<file path="src/rtl/mem_arb_pkg.sv">
// Shared encodings for the CPU/DMA RAM arbiter: FSM states, owner codes
// and byte-lane constants.
package mem_arb_pkg;

  typedef enum logic [2:0] {
    ST_IDLE,
    ST_C_ISSUE,
    ST_C_DONE,
    ST_D_ISSUE,
    ST_D_DONE
  } arb_state_t;

  localparam logic [1:0] OWN_NONE = 2'b00;
  localparam logic [1:0] OWN_CPU  = 2'b01;
  localparam logic [1:0] OWN_DMA  = 2'b10;

  localparam logic [1:0] BE_NONE = 2'b00;
  localparam logic [1:0] BE_LO   = 2'b01;
  localparam logic [1:0] BE_HI   = 2'b10;
  localparam logic [1:0] BE_WORD = 2'b11;

endpackage

</file>
<file path="src/rtl/mem_arb_pick.sv">
// Combinational winner selection: CPU has priority unless DMA has been
// passed over STARVE times in a row.
module mem_arb_pick
  import mem_arb_pkg::*;
#(
  parameter int unsigned STARVE = 4
) (
  input  logic       cpu_req,
  input  logic       dma_req,
  input  logic [3:0] starve_cnt,
  output logic       grant_cpu,
  output logic       grant_dma
);

  always_comb begin
    grant_cpu = 1'b0;
    grant_dma = 1'b0;
    if (cpu_req && dma_req) begin
      if (starve_cnt == 4'(STARVE)) grant_dma = 1'b1;
      else                          grant_cpu = 1'b1;
    end else if (cpu_req) begin
      grant_cpu = 1'b1;
    end else if (dma_req) begin
      grant_dma = 1'b1;
    end
  end

endmodule

</file>
<file path="src/rtl/mem_arbiter.sv">
// Single-port RAM arbiter between the CPU memory interface and a DMA port.
// One access per ISSUE/DONE pair; read data is forwarded during the ack cycle.
module mem_arbiter
  import mem_arb_pkg::*;
#(
  parameter int unsigned AW     = 16,
  parameter int unsigned DW     = 16,
  parameter int unsigned STARVE = 4
) (
  input  logic          clk,
  input  logic          reset,
  input  logic          cpu_req,
  input  logic          cpu_we,
  input  logic          cpu_be,
  input  logic [AW-1:0] cpu_addr,
  input  logic [DW-1:0] cpu_wdata,
  output logic          cpu_ack,
  output logic [DW-1:0] cpu_rdata,
  output logic          cpu_wait,
  input  logic          dma_req,
  input  logic          dma_we,
  input  logic [AW-1:0] dma_addr,
  input  logic [DW-1:0] dma_wdata,
  output logic          dma_ack,
  output logic [DW-1:0] dma_rdata,
  output logic          ram_en,
  output logic          ram_we,
  output logic [1:0]    ram_be,
  output logic [AW-1:0] ram_addr,
  output logic [DW-1:0] ram_wdata,
  input  logic [DW-1:0] ram_rdata,
  output logic [1:0]    owner
);

  arb_state_t    state, state_nxt;
  logic [3:0]    starve_cnt;
  logic [AW-1:0] addr_q;
  logic [DW-1:0] wdata_q;
  logic          we_q;
  logic [1:0]    be_q;
  logic [DW-1:0] cpu_hold, dma_hold;
  logic          grant_cpu, grant_dma;
  logic          decide;

  mem_arb_pick #(.STARVE(STARVE)) u_pick (
    .cpu_req   (cpu_req),
    .dma_req   (dma_req),
    .starve_cnt(starve_cnt),
    .grant_cpu (grant_cpu),
    .grant_dma (grant_dma)
  );

  assign decide    = (state == ST_IDLE) || (state == ST_C_DONE) || (state == ST_D_DONE);
  assign cpu_wait  = cpu_req & ~cpu_ack;
  assign ram_addr  = addr_q;
  assign ram_wdata = wdata_q;
  assign ram_be    = be_q;

  always_ff @(posedge clk or negedge reset) begin
    if (!reset) begin
      state      <= ST_IDLE;
      starve_cnt <= '0;
      addr_q     <= '0;
      wdata_q    <= '0;
      we_q       <= 1'b0;
      be_q       <= BE_NONE;
      cpu_hold   <= '0;
      dma_hold   <= '0;
    end else begin
      state <= state_nxt;
      if (decide) begin
        if (!dma_req || grant_dma)
          starve_cnt <= '0;
        else if (grant_cpu && starve_cnt != 4'(STARVE))
          starve_cnt <= starve_cnt + 4'd1;

        if (grant_cpu) begin
          addr_q  <= cpu_addr;
          wdata_q <= cpu_wdata;
          we_q    <= cpu_we;
          // Reads and word writes use both lanes; byte writes pick by addr[0].
          if (cpu_we && cpu_be) be_q <= cpu_addr[0] ? BE_HI : BE_LO;
          else                  be_q <= BE_WORD;
        end else if (grant_dma) begin
          addr_q  <= dma_addr;
          wdata_q <= dma_wdata;
          we_q    <= dma_we;
          be_q    <= BE_WORD;
        end
      end
      if (state == ST_C_DONE && !we_q) cpu_hold <= ram_rdata;
      if (state == ST_D_DONE && !we_q) dma_hold <= ram_rdata;
    end
  end

  always_comb begin
    state_nxt = state;
    ram_en    = 1'b0;
    cpu_ack   = 1'b0;
    dma_ack   = 1'b0;
    owner     = OWN_NONE;
    cpu_rdata = cpu_hold;
    dma_rdata = dma_hold;
    case (state)
      ST_IDLE, ST_C_DONE, ST_D_DONE: begin
        if (grant_cpu)      state_nxt = ST_C_ISSUE;
        else if (grant_dma) state_nxt = ST_D_ISSUE;
        else                state_nxt = ST_IDLE;
        if (state == ST_C_DONE) begin
          cpu_ack = 1'b1;
          owner   = OWN_CPU;
          if (!we_q) cpu_rdata = ram_rdata;
        end
        if (state == ST_D_DONE) begin
          dma_ack = 1'b1;
          owner   = OWN_DMA;
          if (!we_q) dma_rdata = ram_rdata;
        end
      end
      ST_C_ISSUE: begin
        state_nxt = ST_C_DONE;
        ram_en    = 1'b1;
        owner     = OWN_CPU;
      end
      ST_D_ISSUE: begin
        state_nxt = ST_D_DONE;
        ram_en    = 1'b1;
        owner     = OWN_DMA;
      end
      default: state_nxt = ST_IDLE;
    endcase
    ram_we = ram_en & we_q;
  end

endmodule

</file>
<file path="config.mk">
export PLATFORM = sky130hd
export DESIGN_NAME = mem_arbiter
export DESIGN_NICKNAME = d
export VERILOG_FILES = /design/src/rtl/mem_arb_pkg.sv /design/src/rtl/mem_arb_pick.sv /design/src/rtl/mem_arbiter.sv
export SDC_FILE = /design/constraint.sdc
export NUM_CORES = 1
export LEC_CHECK = 0
export CORE_UTILIZATION = 40
export CTS_CLUSTER_SIZE = 12
export DETAILED_ROUTE_END_ITERATION = 7
export HOLD_SLACK_MARGIN = 0.08
export PLACE_DENSITY = 0.79
export SYNTH_ARGS = -nofsm -noshare
export SYNTH_HDL_FRONTEND = slang
export SYNTH_SLANG_ARGS = --single-unit
</file>
<file path="constraint.sdc">
create_clock -name clk -period 2.07 [get_ports clk]
set_input_delay 0.621 -clock clk [delete_from_list [all_inputs] [get_ports clk]]
set_output_delay 0.621 -clock clk [all_outputs]
set_load 0.01 [all_outputs]
</file>
==> reports/qor.txt <==
DP HPWL - 8030 um
full die area - 10700 um2
Slew @ Worst Pin - 0.752 ns
total of max-cap violations - 0
Comb pwr share - 0.560
clock buffer count from CTS - 9
violated checks - setup timing
asr flop ratio synth - 1.00
Hold Fails Final Rpt - 0
most numerous cell in the Yosys netlist - dfrtp_1
Post-synth top cells - dfrtp_1, mux2_4, o21ai_0
Final setup viols - 35
chip height - 104 um
vias in the first global route - 3904
router iterations before antenna repair - 4
predominant post-synthesis flop cell - dfrtp_1
gr usage total - 0.230
total of warnings raised by yosys - 0
top-area cell type share of the netlist area - 0.448
vias per cell - 5.41
Syn Area/Cell - 13.0 um2
Net Sw Frac - 0.313
status - complete, but fails checks
worst hold slack - 0.240 ns
Rel. slew slack - 0.498
port bufs - 159
synthesized instance count - 317
post-layout min period - 2.52 ns
P_int - 5930 uW
Post-synth EDFFs - 0
Max Freq - 0.397 GHz
Most Used Layer, Global Route - met2
area leader, netlist - dfrtp_1
starting density of the core - 0.417
Worst EP arrival - 1.90 ns
Seq/Total Area, Yosys - 0.448
CP cell instances - nor3b_4, and2b_2, buf_12, buf_12, mux2_4, buf_6
Area contributors post-synth - dfrtp_1, mux2_4, a2bb2oi_1
P&R area growth vs syn - 58.6%
RD Place Congestion - 0.752
Unique masters post-synth - 38
Routed WL per cell - 18.2 um
met1 Usage GRT - 0.287
fraction of layout cells with a size suffix above 1 - 0.373
RSZ-0062 raised after global routing - true
Via Count - 3576
grt total ovfl - 0
# diodes - 0
Clock Sinks - 74
crit-path max FO - 7
clk buf depth - 2
row cnt - 36
Critical Path RT - 1.45 ns
setup tns final - -12.83 ns
Syn Nets - 406
Leak - 0.00284 uW
final net count - 612
M2 GR Usage - 0.387
skew final - 0.00675 ns
slowest library cell on the worst path - dfrtp_1
Seq pwr share - 0.295
Clock Pin Slew Worst Setup and Hold Paths - 0.08 ns
CP endpoint kind - primary output
CTS Root Cell - clkbuf_8
fin util - 0.661
pwr/cell area - 1320 nW/um2
drt drc - 0
Tot Pwr - 8630 uW
CTS tree - done
DR iter-0 viols - 204
total core area - 9910 um2
I/O pins - 160
antenna viol nets, final - 0
Psw - 2710 uW
Clock power frac - 0.145
cts hold-fix bufs - 0
Post-Route WL - 12000 um
max-slew violation count - 0
final worst path period share - 1.22
worst vdd ir - 0.727 mV
met3 Use GR - 0.0522
H-tree Lvls - 3
die width - 104 um
Final WS setup - -0.448 ns
#FFs+latches synth - 74
WS Path Type - reg -> out
initial antenna violation count - 0
delay-heaviest family, CP - simple AND/OR/NAND/NOR gates
crit path buf inv count - 3
max incr delay on CP - 0.43 ns
Startpoint Class - flip-flop
global-route wire length before repair - 19600 um
largest net degree at the start of global routing - 38
clk_lat worst skew - 0.34 ns
Critical Path Most Common Cell - buf_12
hold crit path type - in -> async
post-synthesis cell area - 4130 um2
-- sequential cells by signal (all words and copies together), names as in the netlist --
register    count
cpu_hold       16
dma_hold       16
ram_addr       16
ram_wdata      16
starve_cnt      4
state           3
ram_be          2
we_q            1
-- power groups by stage --
stage                     clock (uW)  combinational (uW)  sequential (uW)
after CTS                       1280                4880             2540
after detailed placement           0                4600             2540
final                           1250                4840             2550
after global routing            1360                5120             2620
after global placement             0                4520             2530
after floorplan                    0                2420             2590
-- worst register-to-register path, stage by stage (launching register included) --
cell and delay [ns]:
dfrtp_1 0.43, buf_4 0.15, buf_4 0.14, a21o_1 0.43, buf_4 0.30, a311oi_1 0.28
a2bb2oi_1 0.10
-- area by class of cell --
cell class | count | area [um2]
Fill cell | 728 | 3360
Tap cell | 133 | 166
Inverter | 5 | 18.8
Clock buffer | 11 | 141
Timing Repair Buffer | 228 | 2280
Sequential cell | 74 | 1850
Clock inverter | 5 | 77.6
Multi-Input combinational cell | 205 | 2010
-- placed cells by master (no fill, tap or decap), drive strengths merged --
| master | n |
|---|---|
| and2b | 3 |
| a211oi | 1 |
| xnor2 | 1 |
| dlymetal6s2s | 1 |
| and4b | 1 |
| a21oi | 1 |
| a32o | 1 |
| ha | 2 |
| a311oi | 33 |
| mux2i | 1 |
| a21o | 1 |
| inv | 5 |
| clkinvlp | 1 |
| o21ai | 35 |
| o22a | 2 |
| nand4b | 1 |
| nor3b | 2 |
| nor2 | 4 |
| buf | 107 |
| nand4 | 2 |
| and2 | 3 |
| clkbuf | 12 |
| clkinv | 2 |
| dfrtp | 74 |
| o22ai | 1 |
| o311ai | 1 |
| dlygate4sd2 | 1 |
| nand2 | 7 |
| bufinv | 2 |
| mux2 | 64 |
| or3 | 1 |
| nand3 | 1 |
| clkdlybuf4s50 | 118 |
| or2 | 1 |
| nand3b | 2 |
| a2bb2oi | 33 |
-- through the flow --
| step | area, um2 | worst slack [ns] | std cells |
|---|---|---|---|
| 2_1_floorplan | 4140 | -0.0250 | 317 |
| 3_3_place_gp | 6110 | -0.399 | 628 |
| 3_5_place_dp | 6110 | -0.431 | 628 |
| 4_1_cts | 6590 | -0.479 | 661 |
| 5_1_grt | 6550 | -0.529 | 661 |
| 6_report | 6550 | -0.448 | 661 |
-- kinds of logic after synthesis --
family / Yosys count / synth area share
and+or+nand+nor: 28 / 0.0457
DFF: 74 / 0.448
AOI/OAI and AO/OA: 109 / 0.197
muxes: 65 / 0.231
adders and majority gates: 2 / 0.00606
xor gates and xnor gates: 1 / 0.00212
buffers and inverters: 38 / 0.0691
-- what timing repair did --
action	4_1_cts	5_1_grt
buffers inserted	14	7
setup endpoints to repair	39	74
resized for setup	190	12
cloned	3	0
pin swaps	2	2
-- final timing paths --
| kind | end | cells after the start | slack, ns | from |
|---|---|---|---|---|
| worst max register to register | ram_addr[2]$_DFFE_PN0P_ | 6 | 0.13 | state[2]$_DFF_PN0_ |
| min in group clk | dma_hold[3]$_DFFE_PN0P_ | 1 | 0.52 | dma_hold[3]$_DFFE_PN0P_ |
| max in group asynchronous | cpu_hold[12]$_DFFE_PN0P_ | 2 | 1.29 | reset |
| worst min register to register | dma_hold[3]$_DFFE_PN0P_ | 1 | 0.52 | dma_hold[3]$_DFFE_PN0P_ |
| worst min-delay path | ram_addr[11]$_DFFE_PN0P_ | 1 | 0.24 | reset |
| worst max-delay path | dma_rdata[2] | 6 | -0.45 | state[1]$_DFF_PN0_ |
-- routing by layer --
layer  vias to the layer above  wire length, um
met4                         0              136
met5                         -                0
met3                        12              877
li1                       1642                -
met1                      1759             5140
met2                       163             5880
No activity file was read; power rests on OpenSTA's default activity.
==> variant 1 (same settings) <==
Re-encode `arb_state_t` (5 states) as one-hot, 5 bits wide.
--- a/src/rtl/mem_arb_pkg.sv
+++ b/src/rtl/mem_arb_pkg.sv
@@ -4,8 +4,8 @@
 
-  typedef enum logic [2:0] {
-    ST_IDLE,
-    ST_C_ISSUE,
-    ST_C_DONE,
-    ST_D_ISSUE,
-    ST_D_DONE
+  typedef enum logic [4:0] {
+    ST_IDLE    = 5'b00001,
+    ST_C_ISSUE = 5'b00010,
+    ST_C_DONE  = 5'b00100,
+    ST_D_ISSUE = 5'b01000,
+    ST_D_DONE  = 5'b10000
   } arb_state_t;
Formal check against the unedited RTL: no difference found for any inputs over 4 cycles, from zero or initial values and one cycle with reset low; so few cycles prove little.
==> variant 1 against the original RTL <==
Critical path depth increased by 1. Fmax decreased by 5.5%. Sequential cell count increased by 2. Worst hold slack got worse by 59 ps. Die area increased by 3.2%. Routed wire length decreased by 5.9%. The run still ends with negative setup slack left. Power increased by 5.3%. Final area increased by 6.8%. Area after synthesis increased by 3.2%. Largest cell class unchanged. Critical endpoint is now cpu_rdata[10]. Worst setup slack got worse by 150 ps.
==> variant 1: results <==
group,metric,value,unit
outcome,status,"finished, violations left",
outcome,violations,"negative setup slack",
power_and_ir_drop,peakVddDrop,0.000690,V
place,portBuffers,159,
yosys,syn_nets,365,
global_routing,grt_max_degree,35,
yosys,synth_commonest_cells,"mux2_4, dfrtp_1, mux2_2",
global_routing,use_met3,4.39,%
layout,drive_gt1_share,55.7,%
critical_path,cp_max_fo,6,
detailed_routing,vias,3134,
cts,clk_pin_slew,80,ps
yosys,synth.area.top_cells,"dfrtp_1, mux2_4, mux2_2",
layout,design.final.nets,606,
layout,post-route-util,67.8,%
global_routing,grt_use_met1,24.0,%
timing,fin_skew,9.65,ps
global_routing,use_met2,37.5,%
yosys,yosysSeqAreaShare,44.6,%
run,drv_cap,0,
cts,insertion_delay,360,ps
place,gp_congestion,0.742,
timing,slew-limit-headroom,74.2,%
yosys,synth_cell_types,35,
cts,cts-root-buf,"clkbuf_8",
global_routing,grt_pass1_vias,3523,
timing,fin_ws,-594,ps
detailed_routing,initialDrtViolationCount,98,
layout,fillers,748,
place,placed_area,6290,µm²
power_and_ir_drop,leakagePower,3.33,nW
critical_path,crit_arrival,2040,ps
detailed_routing,wl,11300,µm
detailed_routing,drt-pass1-iter-count,6,
timing,setup_viol,38,
layout,antenna_cells,0,
global_routing,grt_pass1_wl,17900,µm
place,dp_hpwl,7530,µm
yosys,yosys_warnings,0,
variant 1: layout make-up:
class / count / area (µm²) / share of cell area (%)
Sequential cell: 76 / 1900 / 27.2
Clock inverter: 4 / 48.8 / 0.697
Multi-Input combinational cell: 177 / 2220 / 31.7
Tap cell: 136 / 170 / 2.43
Inverter: 9 / 36.3 / 0.519
Clock buffer: 12 / 145 / 2.07
Timing Repair Buffer: 244 / 2480 / 35.4
variant 1: timing repair:
| item | in CTS | in global routing |
|---|---|---|
| setup endpoints to repair | 39 | 46 |
| hold buffers | 0 | 0 |
| setup buffers | 25 | 13 |
| endpoints found under the hold margin | 0 | 0 |
| pin swaps | 10 | 8 |
| gates resized for setup | 212 | 18 |
| cloned | 3 | 2 |
variant 1: kinds of logic (layout without fill, tap and decap cells):
group / after synthesis / in the layout / share of synthesized area (%)
buf+inv: 23 / 269 / 5.13
simple gates: 32 / 32 / 4.93
fa+ha+maj: 2 / 2 / 0.587
compound gates: 9 / 9 / 1.64
mux: 132 / 132 / 42.7
flops: 76 / 76 / 44.6
xor+xnor: 2 / 2 / 0.411
variant 1: per-stage QoR:
step	worst slack [ps]	power (W)	std cells	hold WS [ps]	TNS, ps
3_5_place_dp	-552	0.00754	606	493	-28770
4_1_cts	-631	0.00899	649	175	-18640
6_report	-594	0.00909	658	181	-18790
3_3_place_gp	-471	0.00738	606	490	-25220
2_1_floorplan	-84.6	0.00549	276	325	-2050
5_1_grt	-642	0.00959	658	189	-21270
variant 1: worst max-delay path, cell delays in order (launching register included):
cell and delay, ps:
dfrtp_1 430, nor2_2 190, nand3_4 90, or2_4 300
buf_12 150, buf_6 110, mux2_4 290, buf_6 120
variant 1: layer usage:
layer,routed length [µm],vias up
li1,-,1454
met1,4530,1549
met2,6010,109
met3,518,22
met4,257,0
met5,0,-
variant 1: path summary, 6_finish.rpt:
path                          startpoint       endpoint  slack [ps]  cells past startpoint
max in group asynchronous          reset       state[0]        1240                      2
setup reg to reg           starve_cnt[1]   ram_addr[15]          30                      8
hold reg to reg             ram_wdata[3]   ram_wdata[3]         520                      1
hold / removal                     reset   cpu_hold[15]         180                      1
min in group clk            ram_wdata[3]   ram_wdata[3]         520                      1
setup / recovery                state[4]  cpu_rdata[10]        -590                      7
variant 1: where the power goes:
part	internal (W)	switching [W]	leakage (nW)
clock	0.000589	0.000551	0.100
combinational	0.00348	0.00178	2.33
sequential	0.00222	0.000474	0.897
==> variant 2 (config.mk and constraints unchanged) <==
Without the edit above. `AW`: 16 -> 17.
--- a/src/rtl/mem_arbiter.sv
+++ b/src/rtl/mem_arbiter.sv
@@ -5,3 +5,3 @@
 #(
-  parameter int unsigned AW     = 16,
+  parameter int unsigned AW     = 17,
   parameter int unsigned DW     = 16,
Ports: changed (resized cpu_addr, dma_addr and ram_addr); port bits go from 160 to 163. No check against the original RTL was run, so the function may have changed too.
==> variant 2 against the original RTL <==
The flow still finishes with violations (negative setup slack). Power is 1.9% higher. Worst setup slack worse by 60 ps. Area after synthesis is 0.48% lower. Largest power group unchanged. Die area is 0.47% lower. First-iteration DRC count is 42% lower. Final area is 2.2% higher. Count of clock-buffer cells in the layout is 1 higher. Routed wire length is 5.7% higher. Worst hold slack worse by 43 ps. Sequential cell count is 1 higher. Critical path type unchanged.
==> variant 2: results <==
group,metric,value,unit
critical_path,r2r-start,"state[0]",
critical_path,crit_arrival,1960,ps
global_routing,grt_max_degree,39,
layout,flops_and_latches,75,
layout,nClkBuffers,12,
power_and_ir_drop,peakVddDrop,0.000661,V
yosys,synth_commonest_cells,"dfrtp_1, mux2_4, a2bb2oi_1, a311oi_1, o21ai_0",
detailed_routing,wl_per_cell,18.7,µm
layout,seqCellArea,1880,µm²
global_routing,grt_pass1_vias,3857,
outcome,status,"finished, violations left",
place,portBuffers,162,
timing,finalSetupTns,-14430,ps
yosys,syn_avg_cell_area,12.8,µm²
yosys,synth_cell_types,40,
layout,fillers,674,
timing,fin_skew,8.54,ps
detailed_routing,viasPerCell,5.45,
cts,postCtsSetupBuffers,21,
layout,antenna_cells,1,
detailed_routing,wl_met1,5170,µm
yosys,syn_nets,413,
outcome,violations,"negative setup slack",
timing,fin_ws,-508,ps
global_routing,use_met3,6.99,%
place,place_ws,-466,ps
detailed_routing,wl,12700,µm
critical_path,endpoint,"cpu_rdata[13]",
critical_path,cp_slowest_stage_delay,450,ps
yosys,yosysSeqAreaShare,45.6,%
timing,fin_hold_ws,197,ps
layout,design.final.nets,632,
timing,tightest_slew,559,ps
layout,bufAreaShareNonClock,35.9,%
timing,setup_viol,37,
global_routing,grtUsageTotal,24.4,%
place,gp_congestion,0.848,
global_routing,use_met2,41.3,%
detailed_routing,route.met3.wl,928,µm
place,placed_area,6170,µm²
critical_path,ff2ff_path_depth,7,
layout,drive_gt1_share,39.0,%
detailed_routing,dr_wl_met2,6320,µm
==> variant 2: changes by cell type after synthesis, moves of 2 or more <==
cell / unedited run / this run
mux2_2: 4 / 18
mux2_1: 0 / 3
o21ai_0: 35 / 31
o21ai_1: 0 / 5
clkbuf_1: 10 / 13
and2b_1: 3 / 1
mux2_4: 60 / 43
buf_2: 12 / 10
==> variant 2: kinds of logic (layout without fill, tap and decap cells) <==
kind of cell / after synthesis / count (layout) / synth area share [%]
AO/OA/AOI/OAI: 112 / 112 / 20.4
flip-flops: 75 / 75 / 45.6
multiplexers: 65 / 65 / 21.7
buffers and inverters: 39 / 263 / 6.97
AND/OR/NAND/NOR: 28 / 28 / 4.44
adder cells (fa/ha/maj): 2 / 2 / 0.609
XOR/XNOR: 1 / 1 / 0.213
other: 0 / 1 / 0
==> variant 2: where the power goes <==
part           switching, W  internal [W]
sequential         0.000444       0.00214
combinational       0.00180       0.00322
clock              0.000536      0.000652
total               0.00278       0.00602
